===== src/rtl/mem_access_stage.sv =====
// rtl/mem_access_stage.sv - MEM pipeline stage with stalling, timed-out data-memory handshake.
module mem_access_stage #(
  parameter int data_width = 32,
  parameter int op_width   = 5,
  parameter int TIMEOUT    = 16
) (
  input  logic                  clk,
  input  logic                  reset,
  input  logic                  mem_rd_m,
  input  logic                  mem_wr_m,
  input  logic                  reg_wr_m,
  input  logic                  mem2reg_m,
  input  logic [op_width-1:0]   write_reg_m,
  input  logic [data_width-1:0] alu_result_m,
  input  logic [data_width-1:0] write_data_m,
  input  logic                  dmem_ack,
  input  logic [data_width-1:0] dmem_rdata,
  output logic                  dmem_req,
  output logic                  dmem_we,
  output logic [data_width-1:0] dmem_addr,
  output logic [data_width-1:0] dmem_wdata,
  output logic                  stall_m,
  output logic                  reg_wr_out,
  output logic                  mem2reg_out,
  output logic [op_width-1:0]   write_reg_out,
  output logic [data_width-1:0] alu_result_out,
  output logic [data_width-1:0] data,
  output logic                  bus_err
);

  typedef enum logic [1:0] {IDLE, ACCESS, DONE} state_t;

  localparam logic [7:0] LAST_COUNT = 8'(TIMEOUT - 1);

  state_t                state;
  logic [data_width-1:0] rdata_q;
  logic [7:0]            count;
  logic                  access;
  logic                  aligned;

  assign access  = mem_rd_m | mem_wr_m;
  assign aligned = (alu_result_m[1:0] == 2'b00);

  assign mem2reg_out    = mem2reg_m;
  assign write_reg_out  = write_reg_m;
  assign alu_result_out = alu_result_m;

  always_ff @(posedge clk or posedge reset) begin
    if (reset) begin
      state      <= IDLE;
      dmem_req   <= 1'b0;
      dmem_we    <= 1'b0;
      dmem_addr  <= '0;
      dmem_wdata <= '0;
      rdata_q    <= '0;
      count      <= '0;
      bus_err    <= 1'b0;
    end else begin
      case (state)
        IDLE: begin
          if (access) begin
            if (aligned) begin
              // mem_wr_m alone decides direction, so rd+wr together is a store
              dmem_req   <= 1'b1;
              dmem_we    <= mem_wr_m;
              dmem_addr  <= alu_result_m;
              dmem_wdata <= write_data_m;
              count      <= '0;
              state      <= ACCESS;
            end else begin
              rdata_q <= '0;
              bus_err <= 1'b1;
              state   <= DONE;
            end
          end
        end
        ACCESS: begin
          if (dmem_ack) begin
            rdata_q  <= dmem_we ? '0 : dmem_rdata;
            dmem_req <= 1'b0;
            state    <= DONE;
          end else if (count == LAST_COUNT) begin
            dmem_req <= 1'b0;
            rdata_q  <= '0;
            bus_err  <= 1'b1;
            state    <= DONE;
          end else begin
            count <= count + 8'd1;
          end
        end
        DONE:    state <= IDLE;
        default: state <= IDLE;
      endcase
    end
  end

  always_comb begin
    stall_m    = 1'b0;
    reg_wr_out = reg_wr_m;
    data       = '0;
    case (state)
      IDLE: begin
        if (access) begin
          stall_m    = 1'b1;
          reg_wr_out = 1'b0;
        end
      end
      ACCESS: begin
        stall_m    = 1'b1;
        reg_wr_out = 1'b0;
      end
      DONE:    data = rdata_q;
      default: ;
    endcase
  end

endmodule


===== config.mk =====
export PLATFORM = sky130hd
export DESIGN_NAME = mem_access_stage
export DESIGN_NICKNAME = d
export VERILOG_FILES = /design/src/rtl/mem_access_stage.sv
export SDC_FILE = /design/constraint.sdc
export NUM_CORES = 1
export LEC_CHECK = 0
export CAP_MARGIN = 20
export CORE_MARGIN = 2
export CORE_UTILIZATION = 43
export DETAILED_ROUTE_END_ITERATION = 6
export PLACE_DENSITY = 0.95
export SLEW_MARGIN = 0
export SYNTH_ARGS = -nofsm -noshare
export SYNTH_HDL_FRONTEND = slang
export SYNTH_SLANG_ARGS = --single-unit

===== constraint.sdc =====
create_clock -name clk -period 8 [get_ports clk]
set_input_delay 1.6 -clock clk [delete_from_list [all_inputs] [get_ports clk]]
set_output_delay 1.6 -clock clk [all_outputs]
set_load 0.01 [all_outputs]

==> impl_metrics.yaml <==
clock_tree:
  post_cts_resize_count: 0
  cts-hold-fix-buffers: 0
  cts.htree.levels: 3
  clockBufferDepth: 2
  path_clk_slew_ns: 0.09
  worst_skew_pair.late_latency_ns: 0.36
  tritoncts: "yes"
  cts.sinks: 109
  cts_setup_buffers: 0
  cts_root_buf: "clkbuf_8"
  cts_buffers: 9
hold_path:
  hp-class: "flip-flop to flip-flop"
  hold_depth: 1
  hold_end: "bus_err"
  hp-start: "bus_err"
sta:
  fin_crit_ns: 4.720
  tightest_slew_ns: 0.7268
  max_slew_margin_pct: 51.55
  clock.fmax_mhz: 211.9
  slew_violations: 0
  rsz0062_at_grt: "false"
  setup_viol: 0
  fin_crit_sh_pct: 59.00
  fin_skew_ns: 0.009141
  timing.final.hold_violations: 0
  fin_tns_setup_ns: 0
layout:
  antenna_cells: 0
  final_area_sq_mm: 0.007111
  multi_input_area_sq_mm: 0.001589
  ff_latch_area_sq_mm: 0.002728
  syn2layout_area_growth_pct: 49.87
  nets: 779
  num-fill-cells: 819
  drive_above_1_share_pct: 4.741
  final_cells: 815
yosys:
  yosys.area.top_type: "dfrtp_1"
  syn_avg_cell_area_sq_um: 9.843
  synth_xor_area_share_pct: 0
  synth_edf_count: 0
  synth_top_family_by_area: "simple AND/OR/NAND/NOR gates"
  synth_cells: 482
  synthSimpleGateAreaFrac_pct: 22.97
  synth_compound_area_share_pct: 9.863
  synth_adder_area_share_pct: 0.2637
  synth_nets: 591
  synthTopCellsByCount: "194 x nand2_1, 109 x dfrtp_1, 38 x buf_4"
  ys_warn_count: 0
  synth_seq_area_share_pct: 57.49
  synthArstFlopShare_pct: 100.0
  post-synth-top-count-cell: "nand2_1"
  synth-seq-cells: 109
  synthDistinctLibCells: 33
  yosysTopAreaCellShare_pct: 57.49
  synth_area_sq_mm: 0.004745
  ys_top_cells_by_area: "dfrtp_1 57%, nand2_1 15%, a22o_1 6.1%"
  muxShareOfSynthArea_pct: 0
  synth_ff_type: "dfrtp_1"
drt:
  ant_nets: 0
  drt-wirelength-per-cell_um: 15.30
  vias_per_cell: 4.904
  drc: 0
  num_vias: 3997
  finalWirelength_um: 12470
  drt_iter0_drc: 223
  first_pass_iters: 4
die:
  core_sq_mm: 0.01079
  rows: 38
  die_height_um: 109.0
  floorplan.initialDensity_pct: 43.96
  die_w_um: 109.0
  io_pins: 247
  die_area_sq_mm: 0.01189
run_status:
  outcome: "complete, no violations"
global_route:
  grt_pass1_vias: 4002
  grt_max_degree: 69
  grt_util_all_layers_pct: 21.10
  grt_pass1_wl_um: 19420
  antenna_found_initial: 0
  overflow: 0
setup_path:
  crit_arrival_ns: 3.12
  cp-end-kind: "output port"
  critical_path_class: "primary input to output port"
  worst_setup_path_start_kind: "primary input"
  worstSetupStartpoint: "mem_wr_m"
  r2r-start: "state[1]"
  r2r_slack_ns: 6.00
  crit_chain: "clkdlybuf4s50_1 > nor3_1 > nor2_1 > nor2b_1 > clkdlybuf4s50_1"
  worst-path-max-fanout: 5
  worst_path_most_repeated_cell: "clkdlybuf4s50_1"
  cp_slowest_cell: "clkdlybuf4s50_1"
  required_ns: 6.40
  r2r.worst_path.cells: 5
  r2r-end: "count[5]"
  cpPeakStageDelay_ns: 0.54
placement:
  place.gp.congestion: 0.8042
  numPortBuffers: 234
  place_hpwl_um: 9205
  place_area_sq_mm: 0.006890
  dpl.cell_count: 798
power_and_ir_drop:
  power_leakage_nw: 3.308
  power_density_mw_per_mm2: 241.3
  ir_drop_mv: 0.1412
run:
  cap_violations: 0
## worst max-delay path, delay by kind of cell
family        cells  cell delay, ns
buf+inv           2            1.07
simple gates      3            0.45
## layout make-up
| class | count | share of cell area [%] |
|---|---|---|
| Multi-Input combinational cell | 308 | 22.35 |
| Timing Repair Buffer | 239 | 33.75 |
| Inverter | 3 | 0.1936 |
| Sequential cell | 109 | 38.36 |
| Tap cell | 140 | 2.463 |
| Clock buffer | 13 | 2.516 |
| Clock inverter | 3 | 0.3695 |
## placed cells by master, fill, tap and decap left out, types with 2 or more instances in the layout
master	netlist	layout
clkbuf_8	0	13
o21ai_0	5	5
nor4_4	2	2
a21o_1	2	2
nor2b_1	2	2
a41oi_1	2	2
o22ai_1	2	2
clkinv_4	0	2
nor2_1	4	4
inv_1	3	2
a22o_1	33	33
a31oi_1	4	4
nand3_1	4	4
dfrtp_1	109	109
a21oi_1	5	5
clkdlybuf4s50_1	0	234
buf_4	38	3
and2_1	34	34
nand2_1	194	194
## stage by stage
stage / setup WS, ns / util, % / hold slack [ns] / power, mW
2_1_floorplan: 3.526 / - / 0.4577 / 1.028
3_3_place_gp: 3.359 / 63.66 / 0.4476 / 1.370
3_5_place_dp: 3.273 / 63.84 / 0.4617 / 1.401
4_1_cts: 3.277 / 65.74 / 0.4830 / 1.735
5_1_grt: 3.155 / 65.88 / 0.5008 / 1.818
6_report: 3.280 / 65.88 / 0.4731 / 1.715
## cell families after synthesis
group	after synthesis
AND/OR/NAND/NOR	247
flip-flops	109
buffers and inverters	65
AO/OA/AOI/OAI	60
adder cells (fa/ha/maj)	1
## worst max-delay path by stage
stage | end
final | reg_wr_out
after global routing | reg_wr_out
after CTS | reg_wr_out
after detailed placement | reg_wr_out
after global placement | reg_wr_out
after floorplan | bus_err
## layer usage
metal	up-vias	part of all wire (%)	GRT usage, %
li1	1900	-	-
met4	0	2.6	9.158
met5	-	0	0
met1	1905	38	24.53
met3	29	7.2	5.619
met2	163	52	36.56
## registers in the layout, summed over array words and instances (netlist names)
register	count
dmem_req	1
dmem_addr	32
dmem_wdata	32
rdata_q	32
dmem_we	1
count	8
state	2
bus_err	1
## power by group
part,leakage [nW],internal [mW],switching (mW),total [mW]
logic,1.79,0.342,0.273,0.615
registers,1.41,0.688,0.0835,0.772
clock network,0.106,0.150,0.179,0.328
total,3.31,1.18,0.535,1.72
(Power assumes the default switching activity.)
